**src/rtl/mem_arbiter_if.sv**
```systemverilog
// mem_arbiter_if: request/response bundle shared by the two memory masters
// (CPU datapath and debug loader), the arbiter and the memory macro port.
// The arbiter connects through the slave modport. The master modport is the
// mirror view, used by whatever drives the requests and models the memory.
`timescale 1ns/1ps

interface mem_arbiter_if;
    // CPU master
    logic        cpu_req;
    logic        cpu_we;
    logic [31:0] cpu_addr;
    logic [31:0] cpu_wdata;
    logic [3:0]  cpu_wrbits;
    logic [31:0] cpu_rdata;
    logic        cpu_ack;
    logic        cpu_stall;

    // Debug / host loader master
    logic        dbg_req;
    logic        dbg_we;
    logic [31:0] dbg_addr;
    logic [31:0] dbg_wdata;
    logic [3:0]  dbg_wrbits;
    logic [31:0] dbg_rdata;
    logic        dbg_ack;

    // Memory macro port
    logic [31:0] mem_addr;
    logic [31:0] mem_wdata;
    logic [3:0]  mem_wrbits;
    logic        mem_read;
    logic        mem_write;
    logic [31:0] mem_rdata;

    // Arbiter view
    modport slave (
        input  cpu_req, cpu_we, cpu_addr, cpu_wdata, cpu_wrbits,
        output cpu_rdata, cpu_ack, cpu_stall,
        input  dbg_req, dbg_we, dbg_addr, dbg_wdata, dbg_wrbits,
        output dbg_rdata, dbg_ack,
        output mem_addr, mem_wdata, mem_wrbits, mem_read, mem_write,
        input  mem_rdata
    );

    // Requester / memory-model view
    modport master (
        output cpu_req, cpu_we, cpu_addr, cpu_wdata, cpu_wrbits,
        input  cpu_rdata, cpu_ack, cpu_stall,
        output dbg_req, dbg_we, dbg_addr, dbg_wdata, dbg_wrbits,
        input  dbg_rdata, dbg_ack,
        input  mem_addr, mem_wdata, mem_wrbits, mem_read, mem_write,
        output mem_rdata
    );
endinterface

```
**src/rtl/mem_arbiter.sv**
```systemverilog
// mem_arbiter: shares one memory port between the CPU datapath and the
// debug/host loader.
//
// Each access takes WAIT_CYCLES memory cycles (legal values 1..15) in BUSY.
// It is followed by one DONE cycle that pulses the ack of the granted master.
// Request fields are latched at grant time, so later changes on the master
// inputs cannot affect an access that has already started.
//
// Tie-break between the two masters:
//   MEM_ARBITER_RR_EN defined   : round-robin, so the master that did not win
//                                 last time gets the grant.
//   MEM_ARBITER_RR_EN undefined : fixed priority, and the CPU always wins.
//
// cpu_stall is combinational (cpu_req & ~cpu_ack). It holds the CPU in its
// WB phase, including while a debug access occupies the port.
`timescale 1ns/1ps

module mem_arbiter #(
    parameter int unsigned WAIT_CYCLES = 2
) (
    input  logic          clock,
    input  logic          reset,   // asynchronous, active low
    mem_arbiter_if.slave  bus
);

    typedef enum logic [1:0] {
        ST_IDLE = 2'd0,
        ST_BUSY = 2'd1,
        ST_DONE = 2'd2
    } state_t;

    // The counter counts down to zero, so it is loaded with one less than
    // the number of memory cycles.
    localparam logic [3:0] CNT_LOAD = 4'(WAIT_CYCLES - 1);

    // Grant encoding: 0 = CPU, 1 = debug
    localparam logic GRANT_CPU = 1'b0;
    localparam logic GRANT_DBG = 1'b1;

    state_t      state_q;
    logic [3:0]  cnt_q;
    logic        grant_q;
    logic        last_grant_q;
    logic [31:0] rdata_q;

    // Request fields latched at grant time
    logic        we_q;
    logic [31:0] addr_q;
    logic [31:0] wdata_q;

    // Registered output strobes
    logic        mem_read_q;
    logic        mem_write_q;
    logic [3:0]  mem_wrbits_q;
    logic        cpu_ack_q;
    logic        dbg_ack_q;

    // Arbitration result and the selected request fields
    logic        any_req_d;
    logic        grant_d;
    logic        we_d;
    logic [31:0] addr_d;
    logic [31:0] wdata_d;
    logic [3:0]  wrbits_d;

    // Pick a winner among the current requests and mux its request fields
    always_comb begin
        any_req_d = bus.cpu_req | bus.dbg_req;
        grant_d   = GRANT_CPU;

        if (bus.cpu_req && bus.dbg_req) begin
`ifdef MEM_ARBITER_RR_EN
            grant_d = ~last_grant_q;
`else
            grant_d = GRANT_CPU;
`endif
        end else if (bus.dbg_req) begin
            grant_d = GRANT_DBG;
        end

        if (grant_d == GRANT_DBG) begin
            we_d     = bus.dbg_we;
            addr_d   = bus.dbg_addr;
            wdata_d  = bus.dbg_wdata;
            wrbits_d = bus.dbg_wrbits;
        end else begin
            we_d     = bus.cpu_we;
            addr_d   = bus.cpu_addr;
            wdata_d  = bus.cpu_wdata;
            wrbits_d = bus.cpu_wrbits;
        end
    end

`ifndef MEM_ARBITER_RR_EN
    // With fixed priority the grant history only exists for observability.
    // Tie it off here so that it does not appear as a dangling register.
    logic unused_last_grant;
    assign unused_last_grant = last_grant_q;
`endif

    // Arbiter FSM with registered memory strobes and ack pulses
    always_ff @(posedge clock or negedge reset) begin
        if (!reset) begin
            state_q      <= ST_IDLE;
            cnt_q        <= 4'd0;
            grant_q      <= GRANT_CPU;
            last_grant_q <= GRANT_DBG;
            rdata_q      <= 32'd0;
            we_q         <= 1'b0;
            addr_q       <= 32'd0;
            wdata_q      <= 32'd0;
            mem_read_q   <= 1'b0;
            mem_write_q  <= 1'b0;
            mem_wrbits_q <= 4'd0;
            cpu_ack_q    <= 1'b0;
            dbg_ack_q    <= 1'b0;
        end else begin
            // The acks are single-cycle pulses unless DONE is being entered
            cpu_ack_q <= 1'b0;
            dbg_ack_q <= 1'b0;

            case (state_q)
                ST_IDLE: begin
                    if (any_req_d) begin
                        grant_q      <= grant_d;
                        last_grant_q <= grant_d;
                        we_q         <= we_d;
                        addr_q       <= addr_d;
                        wdata_q      <= wdata_d;
                        cnt_q        <= CNT_LOAD;
                        mem_read_q   <= ~we_d;
                        mem_write_q  <= we_d;
                        mem_wrbits_q <= we_d ? wrbits_d : 4'd0;
                        state_q      <= ST_BUSY;
                    end
                end

                ST_BUSY: begin
                    if (cnt_q == 4'd0) begin
                        // The last memory cycle. Read data is valid now.
                        if (!we_q) begin
                            rdata_q <= bus.mem_rdata;
                        end
                        mem_read_q   <= 1'b0;
                        mem_write_q  <= 1'b0;
                        mem_wrbits_q <= 4'd0;
                        cpu_ack_q    <= (grant_q == GRANT_CPU);
                        dbg_ack_q    <= (grant_q == GRANT_DBG);
                        state_q      <= ST_DONE;
                    end else begin
                        cnt_q <= cnt_q - 4'd1;
                    end
                end

                ST_DONE: begin
                    // Requests are not sampled here. A master still holding
                    // req is arbitrated again on the following IDLE cycle.
                    state_q <= ST_IDLE;
                end

                default: begin
                    state_q      <= ST_IDLE;
                    mem_read_q   <= 1'b0;
                    mem_write_q  <= 1'b0;
                    mem_wrbits_q <= 4'd0;
                end
            endcase
        end
    end

    // Memory port is driven from the latched request and registered strobes
    assign bus.mem_addr   = addr_q;
    assign bus.mem_wdata  = wdata_q;
    assign bus.mem_wrbits = mem_wrbits_q;
    assign bus.mem_read   = mem_read_q;
    assign bus.mem_write  = mem_write_q;

    // Both masters see the same read-data register. Each master qualifies it
    // with its own ack.
    assign bus.cpu_rdata  = rdata_q;
    assign bus.dbg_rdata  = rdata_q;
    assign bus.cpu_ack    = cpu_ack_q;
    assign bus.dbg_ack    = dbg_ack_q;

    // The CPU is held in WB until its own access completes
    assign bus.cpu_stall  = bus.cpu_req & ~cpu_ack_q;

endmodule
```
**src/flat_wrapper.sv**
```systemverilog
// flat-port wrapper written by rule: the top's interface ports become plain ports
module mem_arbiter_flat 
#(
    parameter int unsigned WAIT_CYCLES = 2
)
  (clock, reset, bus_cpu_req, bus_cpu_we, bus_cpu_addr, bus_cpu_wdata, bus_cpu_wrbits, bus_cpu_rdata, bus_cpu_ack, bus_cpu_stall, bus_dbg_req, bus_dbg_we, bus_dbg_addr, bus_dbg_wdata, bus_dbg_wrbits, bus_dbg_rdata, bus_dbg_ack, bus_mem_addr, bus_mem_wdata, bus_mem_wrbits, bus_mem_read, bus_mem_write, bus_mem_rdata);
  mem_arbiter_if bus_i ();
  input  logic clock;
  input  logic reset;
  input wire logic [$bits(bus_i.cpu_req)-1:0] bus_cpu_req;
  input wire logic [$bits(bus_i.cpu_we)-1:0] bus_cpu_we;
  input wire logic [$bits(bus_i.cpu_addr)-1:0] bus_cpu_addr;
  input wire logic [$bits(bus_i.cpu_wdata)-1:0] bus_cpu_wdata;
  input wire logic [$bits(bus_i.cpu_wrbits)-1:0] bus_cpu_wrbits;
  output wire logic [$bits(bus_i.cpu_rdata)-1:0] bus_cpu_rdata;
  output wire logic [$bits(bus_i.cpu_ack)-1:0] bus_cpu_ack;
  output wire logic [$bits(bus_i.cpu_stall)-1:0] bus_cpu_stall;
  input wire logic [$bits(bus_i.dbg_req)-1:0] bus_dbg_req;
  input wire logic [$bits(bus_i.dbg_we)-1:0] bus_dbg_we;
  input wire logic [$bits(bus_i.dbg_addr)-1:0] bus_dbg_addr;
  input wire logic [$bits(bus_i.dbg_wdata)-1:0] bus_dbg_wdata;
  input wire logic [$bits(bus_i.dbg_wrbits)-1:0] bus_dbg_wrbits;
  output wire logic [$bits(bus_i.dbg_rdata)-1:0] bus_dbg_rdata;
  output wire logic [$bits(bus_i.dbg_ack)-1:0] bus_dbg_ack;
  output wire logic [$bits(bus_i.mem_addr)-1:0] bus_mem_addr;
  output wire logic [$bits(bus_i.mem_wdata)-1:0] bus_mem_wdata;
  output wire logic [$bits(bus_i.mem_wrbits)-1:0] bus_mem_wrbits;
  output wire logic [$bits(bus_i.mem_read)-1:0] bus_mem_read;
  output wire logic [$bits(bus_i.mem_write)-1:0] bus_mem_write;
  input wire logic [$bits(bus_i.mem_rdata)-1:0] bus_mem_rdata;
  assign bus_i.cpu_req = bus_cpu_req;
  assign bus_i.cpu_we = bus_cpu_we;
  assign bus_i.cpu_addr = bus_cpu_addr;
  assign bus_i.cpu_wdata = bus_cpu_wdata;
  assign bus_i.cpu_wrbits = bus_cpu_wrbits;
  assign bus_cpu_rdata = bus_i.cpu_rdata;
  assign bus_cpu_ack = bus_i.cpu_ack;
  assign bus_cpu_stall = bus_i.cpu_stall;
  assign bus_i.dbg_req = bus_dbg_req;
  assign bus_i.dbg_we = bus_dbg_we;
  assign bus_i.dbg_addr = bus_dbg_addr;
  assign bus_i.dbg_wdata = bus_dbg_wdata;
  assign bus_i.dbg_wrbits = bus_dbg_wrbits;
  assign bus_dbg_rdata = bus_i.dbg_rdata;
  assign bus_dbg_ack = bus_i.dbg_ack;
  assign bus_mem_addr = bus_i.mem_addr;
  assign bus_mem_wdata = bus_i.mem_wdata;
  assign bus_mem_wrbits = bus_i.mem_wrbits;
  assign bus_mem_read = bus_i.mem_read;
  assign bus_mem_write = bus_i.mem_write;
  assign bus_i.mem_rdata = bus_mem_rdata;
  mem_arbiter #(.WAIT_CYCLES(WAIT_CYCLES)) u_core (.clock(clock), .reset(reset), .bus(bus_i));
endmodule
```
**config.mk**
```make
export PLATFORM = sky130hd
export DESIGN_NAME = mem_arbiter_flat
export DESIGN_NICKNAME = d
export VERILOG_FILES = /design/src/rtl/mem_arbiter_if.sv /design/src/rtl/mem_arbiter.sv /design/src/flat_wrapper.sv
export SDC_FILE = /design/constraint.sdc
export NUM_CORES = 1
export LEC_CHECK = 0
export CORE_AREA = 2 2 155 97
export CTS_CLUSTER_DIAMETER = 150
export DETAILED_ROUTE_END_ITERATION = 6
export DIE_AREA = 0 0 157 99
export PLACE_DENSITY = 0.93
export SYNTH_ARGS = -nofsm -noshare
export SYNTH_HDL_FRONTEND = slang
export SYNTH_SLANG_ARGS = --single-unit
```
**constraint.sdc**
```tcl
create_clock -name clock -period 2.2 [get_ports clock]
set_input_delay 0.22 -clock clock [delete_from_list [all_inputs] [get_ports clock]]
set_output_delay 0.22 -clock clock [all_outputs]
set_load 0.02 [all_outputs]
```
After elaboration in Yosys (flattened, before gate mapping)
Index checks and enable logic that the tools add are counted.
{"block": "word_totals", "elab_cells": 59, "input_bits": 174, "out_inout_bits": 137, "regBits": 112}
{"block": "classes", "eq_ne": 5, "n_bitwise": 7, "n_reduce_logical": 9, "mux": 25, "addsub": 1}
{"operator": "$mux W32", "n": 2}
{"operator": "$mux W4", "n": 6}
{"operator": "$pmux W4 S3", "n": 1}
{"operator": "$mux W1", "n": 10}
{"operator": "$reduce_and A3 Y1", "n": 3}
{"operator": "$pmux W4 S2", "n": 1}
{"operator": "$pmux W1 S3", "n": 2}
{"operator": "$not A1 Y1", "n": 5}
{"operator": "$logic_not A4 Y1", "n": 1}
{"operator": "$mux W2", "n": 2}
{"operator": "$ne A2 B1 Y1 const B", "n": 2}
{"operator": "$pmux W2 S2", "n": 1}
{"operator": "$reduce_and A2 Y1", "n": 2}
{"operator": "$sub A4 B1 Y4 const B", "n": 1}
{"operator": "$eq A2 B1 Y1 const B", "n": 1}
{"operator": "$eq A2 B2 Y1 const B", "n": 1}
{"operator": "$logic_not A2 Y1", "n": 1}
{"operator": "$ne A2 B2 Y1 const B", "n": 1}
{"operator": "$reduce_bool A2 Y1", "n": 1}
{"operator": "$and A1 B1 Y1", "n": 1}
{"operator": "$logic_and A1 B1 Y1", "n": 1}
{"operator": "$or A1 B1 Y1", "n": 1}

Depth between registers and ports, before layout
{"block": "logic_depth", "depth_word": 6, "depth_mapped": 7, "ltp_nobuf": 5}

Worst setup path after synthesis
No wires, ideal clock.
{"block": "synth_timing", "path_kind": "reg2reg", "start": "register u_core.cnt_q[0]", "end": "register u_core.rdata_q[10] (netlist: u_core.bus.cpu_rdata[10])", "arrival_ns": 1.805, "period_less_slack_ns": 1.929, "t_required_ns": 2.075, "stages_incl_launch_ff": 8, "setup_ns": 0.125, "slack_ns": 0.271, "path_buffers": 2, "path_cell_list": "dfrtp_1 -> inv_1 -> ha_1 -> or3b_1 -> buf_2 -> nor3_4 -> buf_6 -> mux2_2"}
{"block": "synth_between", "elab_chain_cells": 2}
{"element": "from (decl)", "line_no": "mem_arbiter.sv:41", "text": "logic [3:0] cnt_q;"}
{"element": "from (signal assigned)", "line_no": "mem_arbiter.sv:151", "text": "cnt_q <= cnt_q - 4'd1;"}
{"element": "$logic_not A4 Y1", "line_no": "mem_arbiter.sv:139", "text": "if (cnt_q == 4'd0) begin"}
{"element": "$reduce_and A3 Y1 (no source line)"}
{"element": "to (signal assigned)", "line_no": "mem_arbiter.sv:142", "text": "rdata_q <= bus.mem_rdata;"}
{"element": "to (decl)", "line_no": "mem_arbiter.sv:44", "text": "logic [31:0] rdata_q;"}
No other way between the ends.
A chain may end at the register's enable or synchronous reset.

Worst setup path after layout
{"block": "layout_timing", "start": "register u_core.cnt_q[0]", "end": "register u_core.rdata_q[11] (netlist: u_core.bus.cpu_rdata[11])"}
The elaborated chain is that of the path after synthesis.

==> metrics.md <==
| Metric | Value |
|---|---|
| Run status | completed |
| Crit share post-route | 90.9% |
| Die Footprint | 15500 um2 |
| Yosys warns | 0 |
| Largest net degree at the start of global routing | 57 |
| Ys flop type | dfrtp_1 |
| Initial antenna violation count | 0 |
| Relative slew slack | 74.3% |
| Count leader, synth | mux2_2 |
| Placer Congestion | 0.789 |
| TritonCTS clock tree | built |
| Area grow syn2layout | 63.6% |
| DIE WIDTH | 157 um |
| Syn Nets | ~560 |
| Slew @ Worst Pin | 0.385 ns |
| CP max FO | 32 |
| Global-route wire length before repair | 23500 um |
| CP startpoint | u_core.cnt_q[0] |
| DP Worst Slack | about 0.19 ns |
| Peak Freq | 0.500 GHz |
| Final hold viol count | 0 |
| Vias in the first global route | 4493 |
| Post-CTS Setup Inserts | 0 |
| Htree depth | 3 |
| Max-cap violation count | 0 |
| Yosys reg bits | roughly 110 |
| Post-layout nets | 841 |
| DRC | 0 |
| Clock latency on the worst-skew pair | 0.34 ns |
| Ys async rst share | 100% |
| PwrDens | 1400 nW/um2 |
| IO Port Bufs | 310 |
| Final HPWL DP | 11500 um |
| I/O pin count | just over 300 |
| Crit path time final | 2.00 ns |
| Top post-synthesis cells by area | dfrtp_1, mux2_2, buf_4, buf_6, mux2i_1 |
| Initial DRT Pass Iterations | 4 |
| # diodes | 0 |
| Avg Cell Area, Syn | 14.0 um2 |
| Mapped Cells | 385 |
| Final worst setup slack | 0.199 ns |
| Via count | 4054 |
| Yosys cell types | 33 |
| Final setup violating endpoints | 0 |
| Data arrival time of the worst path | 2.23 ns |
| RSZ-0062 raised after global routing | false |
| Yosys top cell area share | between 50% and 60% |
| Remaining global-route overflow | 0 |
| CP Data Required Time | 2.43 ns |
| Seq/Total Area, Yosys | 51.9% |
| WL final | 15000 um |
| Post-synth top cells | mux2_2, dfrtp_1, buf_4 |
| Cell taking the most area after synthesis | dfrtp_1 |
| Worst vdd ir | 0.946 mV |
| Share of layout cells above drive strength 1 | 28.5% |
| Setup TNS | 0 ns |
| Critical path endpoint category | register |
| Core area | 14100 um2 |
| Antenna Violating Nets Remaining | 0 |
| # fillers | 1050 |
| Hold WC Path Type | input pin to async pin |
| Final worst clock skew | 0.00728 ns |
| Leak pwr | 3.60 nW |
| Vert. Die Dim | 99 um |
| Slew Viols, Final | 0 |
| R2r startpoint | u_core.cnt_q[0] |
| Core Rows | 34 |
| Iter 0 DRT Violations | 115 |
| Starting Density | 38.4% |
| Critical path class | register to register |
| Root Buffer | clkbuf_16 |
| Clk slew on worst S/H paths | 0.07 ns |
| Netlist Area Pre-Place | ~5400 um2 |
| Via density | 4.67 |
| Clk buf depth | 2 |
| Clock sinks | 112 |
| CP Launch Type | register |
| Post-synth EDFFs | 0 |
| TritonCTS Buffers | 9 |
| Wire length per cell | 17.3 um |
| Tot GR Track Use | 19.4% |
==> cell usage in the layout (no fill, tap or decap), drive strengths merged, types with 2 or more instances in the layout <==
master | synthesis | layout
inv | 9 | 12
nand2b | 2 | 2
nor2b | 3 | 3
ha | 2 | 2
nor2 | 5 | 5
mux2 | 161 | 161
dfrtp | 112 | 112
o22ai | 4 | 4
buf | 49 | 12
a21oi | 4 | 4
nor3 | 2 | 2
clkbuf | 4 | 11
nand2 | 3 | 3
mux2i | 6 | 6
clkdlybuf4s50 | 0 | 309
o21ai | 5 | 5
o211ai | 2 | 2
==> worst max-delay path, stage by stage, from the launching register on <==
cell and delay, ns:
dfrtp_1 0.39, inv_1 0.12, ha_1 0.19, or3b_1 0.42, nor3_4 0.17, buf_12 0.22, mux2_2 0.36
==> per-layer routing <==
metal / global-route usage [%] / routed length, um
met1: 23.6 / 6160
met2: 34.2 / 7560
met3: 5.72 / 1130
met4: 3.74 / 153
met5: 0 / 0
==> area by class of cell <==
class	instances	area, um2	share of cell area (%)
repair buffers	322	3270	37.0
flip-flops and latches	112	2800	31.7
multi-input cells	211	2170	24.6
clock buffers	11	253	2.86
well taps	198	248	2.80
clock inverters	5	61.3	0.694
inverters	9	33.8	0.382
==> power by group <==
| group | internal (W) | total, W | switching, W |
|---|---|---|---|
| clock network | 0.000957 | 0.00170 | 0.000742 |
| registers | 0.00311 | 0.00380 | 0.000689 |
| logic | 0.00372 | 0.00689 | 0.00317 |
==> logic make-up after synthesis <==
kind of cell / count (synthesis) / synth area share (%)
and+or+nand+nor: 22 / 2.62
buffers and inverters: 62 / 8.08
adders and majority gates: 2 / 0.463
muxes: 167 / 34.7
DFF: 112 / 51.9
AOI/OAI and AO/OA: 20 / 2.32
==> stage by stage <==
step	hold WS [ns]	utilization [%]	area [um2]	cells	total power (W)
after global routing	0.366	62.8	8840	868	0.0130
final	0.330	62.8	8840	868	0.0124
after CTS	0.331	62.8	8840	868	0.0125
after floorplan	-0.0756	-	5400	385	0.00767
after detailed placement	0.154	60.5	8510	851	0.0107
after global placement	0.154	60.5	8510	851	0.0106
==> path summary, 6_finish.rpt <==
check | depth (start not counted) | to | slack (ns)
max in group asynchronous | 3 | u_core.bus.mem_addr[22] | 1.14
hold / removal | 2 | u_core.bus.mem_wdata[12] | 0.33
hold reg to reg | 1 | u_core.bus.cpu_ack | 0.48
setup / recovery | 6 | u_core.bus.cpu_rdata[11] | 0.20
min in group clock | 2 | u_core.bus.cpu_rdata[6] | 0.47
setup reg to reg | 6 | u_core.bus.cpu_rdata[11] | 0.20
==> registers in the layout, indices dropped and copies added, names as in the netlist <==
signal / flops
u_core.bus.cpu_ack: 1
u_core.bus.cpu_rdata: 32
u_core.bus.dbg_ack: 1
u_core.bus.mem_addr: 32
u_core.bus.mem_read: 1
u_core.bus.mem_wdata: 32
u_core.bus.mem_wrbits: 4
u_core.bus.mem_write: 1
u_core.cnt_q: 4
u_core.grant_q: 1
u_core.state_q: 2
u_core.we_q: 1
==> timing repair <==
item,4_1_cts,5_1_grt
resized for setup,0,0
endpoints found under the hold margin,26,0
hold buffers,1,0
(Power assumes the default switching activity.)
==> variant 1, RTL diff (same flow settings) <==
Build with the macro `MEM_ARBITER_RR_EN` defined.
--- a/src/rtl/mem_arbiter.sv
+++ b/src/rtl/mem_arbiter.sv
@@ -14,6 +14,8 @@
 // cpu_stall is combinational (cpu_req & ~cpu_ack). It holds the CPU in its
 // WB phase, including while a debug access occupies the port.
 `timescale 1ns/1ps
+
+`define MEM_ARBITER_RR_EN
 
 module mem_arbiter #(
     parameter int unsigned WAIT_CYCLES = 2
Formal check against the unedited RTL: not equivalent (Yosys sat finds a counterexample within 10 cycles, from zero or initial values and one cycle with reset low).
==> variant 1 against the unedited design <==
Maximum frequency shrank 5.1%. Combinational power is essentially flat. Largest cell class unchanged. Worst setup slack lost 0.11 ns. Non-clock buffer count shrank 1. Highest routed layer unchanged. Hold slack lost 0.015 ns. Synthesized cell count shrank 0.26%. Routed wire length grew 1.1%. Largest power group unchanged. Sequential cell count grew 1. Synthesized area shrank 0.28%. Sequential share of layout area shrank 0.71 points. Total power grew 7.7%. Final area grew 3.3%.
==> variant 1: results (changes against the unedited design) <==
[clock_tree] H-Tree Level Count 4 [+1]
[placement] IO Port Bufs 310 [unchanged]
[cells_and_area] filler cell count 1036 [-1.3%]
[logic_synthesis] post-synthesis compound-gate area fraction 2.32% [+0.0065 points]
[logic_synthesis] synthesized instance count 384 [-0.26%]
[route] WL met3 1120 um [-1.2%]
[setup_path] Slowest Stage Delay on Critical Path 0.44 ns [+0.02 ns]
[placement] post-detailed-placement cell area 8540 um2 [+0.25%]
[logic_synthesis] leading post-synthesis cells by cell area sky130_fd_sc_hd__dfrtp_1 52%, sky130_fd_sc_hd__mux2_2 32%, sky130_fd_sc_hd__buf_4 5.0%, sky130_fd_sc_hd__mux2_1 1.5%, sky130_fd_sc_hd__inv_1 0.98%
[route] total wirelength of the detailed-routed design 15200 um [+1.1%]
[logic_synthesis] multiplexer share of the synthesized area 34.4% [-0.27 points]
[grt] via count of the first global-routing pass 4607 [+2.5%]
[logic_synthesis] adder and majority cell fraction of the synthesized area 0.464% [+0.0013 points]
[route] amount of wire on met2 after detailed routing 7760 um [+2.6%]
[grt] Global Route Usage Sum 19.3% [-0.031 points]
[power_and_ir_drop] Max VDD drop 777 uV [-18%]
[route] Met1 Wirelength 6100 um [-0.91%]
[status] outcome finished, final reports clean
[placement] dpl cells 852 [+0.12%]
[grt] wire length of the first global-routing pass 23500 um [+0.14%]
[clock_tree] post-cts gate resize count 0 [unchanged]
[clock_tree] Clock Latency Late Sink 0.39 ns [+0.05 ns]
[grt] met3 usage in global routing 5.63% [-0.088 points]
[route] vias per std cell 4.63 [-0.77%]
[grt] GRT met1 Usage 22.1% [-1.5 points]
[placement] half-perimeter wire length after detailed placement 11600 um [+0.74%]
[cells_and_area] fraction of layout instances using a drive strength above 1 29.2% [+0.65 points]
[logic_synthesis] Synth Net Count 560 [-0.18%]
[route] drt initial violations 124 [+7.8%]
[logic_synthesis] most numerous cell types in the synthesized netlist 154 x sky130_fd_sc_hd__mux2_2, 112 x sky130_fd_sc_hd__dfrtp_1, 36 x sky130_fd_sc_hd__buf_4
[placement] minimum setup slack after placement 0.117 ns [-0.0748 ns]
[grt] pin count of the biggest net entering global routing 64 [+12%]
[sta] Post-Route Skew 0.00690 ns [-0.000386 ns]
[cells_and_area] post-layout util 64.8% [+2.0 points]
[placement] final weighted congestion in routability-driven placement 0.758 [-4.0%]
==> variant 1: changes by cell type in the layout (fill, tap and decap cells not counted), sizes merged, moves of 3 or more <==
cell      delta
o221ai       +4
nand2        -3
o21ai        -3
o22ai        -4
clkbuf      +10
nand3        +5
clkinv       +3
clkinvlp     +4
==> variant 1: final cells by class <==
cell class | instances | area share, %
clock buffer | 21 | 5.15
sequential | 113 | 31.0
clock inverter | 10 | 1.21
multi-input combinational | 207 | 23.8
timing repair buffer | 321 | 35.6
tap | 198 | 2.71
inverter | 14 | 0.576
==> variant 1: path summary, 6_finish.rpt <==
| kind | startpoint | endpoint | slack, ns | depth (start not counted) |
|---|---|---|---|---|
| setup / recovery | u_core.cnt_q[0] | u_core.bus.cpu_rdata[13] | 0.09 | 6 |
| hold / removal | reset | u_core.bus.mem_addr[8] | 0.32 | 2 |
| setup reg to reg | u_core.cnt_q[0] | u_core.bus.cpu_rdata[13] | 0.09 | 6 |
| hold reg to reg | u_core.grant_q | u_core.bus.cpu_ack | 0.46 | 1 |
| max in group asynchronous | reset | u_core.last_grant_q | 1.18 | 3 |
| min in group clock | bus_mem_rdata[6] | u_core.bus.cpu_rdata[6] | 0.43 | 2 |
==> variant 1: cells by family after synthesis <==
logic type	count (synthesis)
flops	113
compound gates	17
fa+ha+maj	2
simple gates	23
buf+inv	64
mux	165
==> variant 1: power by group <==
| group | internal, mW | switching [mW] | leakage (nW) | total, mW |
|---|---|---|---|---|
| combinational | 3.71 | 3.17 | 2.07 | 6.88 |
| sequential | 3.14 | 0.664 | 1.35 | 3.81 |
| clock | 1.74 | 0.923 | 0.277 | 2.66 |
==> variant 1: repair_timing <==
item	in CTS	in global routing
hold endpoints to repair	24	0
hold buffers	1	0
setup endpoints to repair	0	0
==> variant 2, RTL diff (same settings) <==
Without the edit above. Re-encode `state_t` (3 states) as one-hot, 3 bits wide.
--- a/src/rtl/mem_arbiter.sv
+++ b/src/rtl/mem_arbiter.sv
@@ -23,10 +23,10 @@
     mem_arbiter_if.slave  bus
 );
 
-    typedef enum logic [1:0] {
-        ST_IDLE = 2'd0,
-        ST_BUSY = 2'd1,
-        ST_DONE = 2'd2
+    typedef enum logic [2:0] {
+        ST_IDLE = 3'b001,
+        ST_BUSY = 3'b010,
+        ST_DONE = 3'b100
     } state_t;
 
     // The counter counts down to zero, so it is loaded with one less than
Behaviour: no difference found for any inputs over 4 cycles, from zero or initial values and one cycle with reset low; so few cycles prove little.
==> variant 2 against the unedited design <==
Sequential cell count grew 1. Total power grew 6.6%. Synthesized area shrank 1.6%. Routed wire length grew 8.1%. Clock skew shrank 0.00060 ns. Worst setup slack lost 0.11 ns. Final cell count grew 9.6%. Combinational power shrank 4.1%. Die area is the same. Clock power grew 66%. Final area grew 2.7%. Sequential share of layout area shrank 0.55 points. Critical path type unchanged. Largest power group unchanged. Highest routed layer unchanged.
==> variant 2: results (changes against the unedited design) <==
[status] outcome finished, final reports clean
[route] drt initial violations 177 [+54%]
[logic_synthesis] post-synthesis compound-gate area fraction 15.3% [+13 points]
[route] routed len/inst 17.1 um [-1.3%]
[setup_path] startpoint of the worst setup timing path u_core.cnt_q[1]
[clock_tree] clock buffer count from CTS 17 [+8]
[placement] final weighted congestion in routability-driven placement 0.796 [+0.94%]
[sta] Post-Route Skew 0.00668 ns [-0.000604 ns]
[setup_path] crit path to u_core.bus.cpu_rdata[0]
[cells_and_area] non-filler cells in the finished layout 951 [+9.6%]
[logic_synthesis] multiplexer share of the synthesized area 19.8% [-15 points]
[grt] pin count of the biggest net entering global routing 114 [+100%]
[grt] via count of the first global-routing pass 4940 [+9.9%]
[setup_path] arrival time of the worst setup path 2.38 ns [+0.15 ns]
[route] vias per std cell 4.94 [+5.7%]
[logic_synthesis] most numerous cell types in the synthesized netlist 134 x sky130_fd_sc_hd__a21oi_1, 112 x sky130_fd_sc_hd__dfrtp_1, 69 x sky130_fd_sc_hd__mux2i_1
[clock_tree] H-Tree Level Count 4 [+1]
[setup_path] internal reg-to-reg setup slack 0.09 ns [-0.11 ns]
[setup_path] slowest stage cell on the critical path sky130_fd_sc_hd__dfrtp_1
[power_and_ir_drop] Max VDD drop 929 uV [-1.9%]
[power_and_ir_drop] Seq. pwr 3.76 mW [-1%]
[placement] minimum setup slack after placement -0.0299 ns [-0.221 ns]
[placement] half-perimeter wire length after detailed placement 11900 um [+3.3%]
[hold_path] path class of the lowest-slack min-delay path input pin to register
[sta] post-route setup slack 0.0873 ns [-0.112 ns]
[grt] wire length of the first global-routing pass 25000 um [+6.5%]
[logic_synthesis] synthesized area divided by synthesized cell count 11.4 um2 [-19%]
[power_and_ir_drop] switching power as a share of total power 38.7% [+1.6 points]
[logic_synthesis] leading post-synthesis cells by cell area sky130_fd_sc_hd__dfrtp_1 53%, sky130_fd_sc_hd__mux2i_1 13%, sky130_fd_sc_hd__a21oi_1 13%, sky130_fd_sc_hd__buf_4 4.9%, sky130_fd_sc_hd__mux2_2 4.4%
[grt] Global Route Usage Sum 20.6% [+1.2 points]
## variant 2: cells by family (layout without fill, tap and decap cells)
group | after synthesis | in the layout
AO/OA/AOI/OAI | 152 | 152
flip-flops | 113 | 113
multiplexers | 101 | 101
buffers and inverters | 72 | 360
AND/OR/NAND/NOR | 25 | 25
adder cells (fa/ha/maj) | 2 | 2
## variant 2: metal layers
metal / track usage, % / part of all wire [%] / vias up
met5: 0 / 0 / -
met4: 7.34 / 1.5 / 0
met3: 5.50 / 7.9 / 21
met2: 35.8 / 50 / 204
met1: 24.7 / 41 / 2261
li1: - / - / 2210
## variant 2: area by class of cell
class                           instances  area [um2]
Fill cell                            1076        5000
Timing Repair Buffer                  325        3300
Sequential cell                       113        2830
Multi-Input combinational cell        280        2070
Clock buffer                           18         439
Tap cell                              198         248
Clock inverter                         14         180
Inverter                                3        11.3
## variant 2: per-stage QoR
| stage | utilization (%) | hold slack [ns] | power [mW] | area (um2) |
|---|---|---|---|---|
| after CTS | 64.5 | 0.398 | 13.3 | 9080 |
| after global placement | 60.0 | 0.343 | 10.2 | 8450 |
| final | 64.5 | 0.419 | 13.2 | 9080 |
| after global routing | 64.5 | 0.403 | 13.9 | 9080 |
| after detailed placement | 60.0 | 0.352 | 10.4 | 8450 |
| after floorplan | - | -0.0756 | 7.27 | 5320 |
## variant 2: critical path, delay by kind of cell, from the launching register on
kind          cells  cell delay [ns]
simple gates      2             0.65
buf+inv           2             0.34
flops             1             0.42
fa+ha+maj         1             0.20
mux               1             0.36
## variant 2: repair_timing
item,in CTS,in global routing
hold buffers,1,0
resized for setup,0,0
endpoints found under the hold margin,112,0
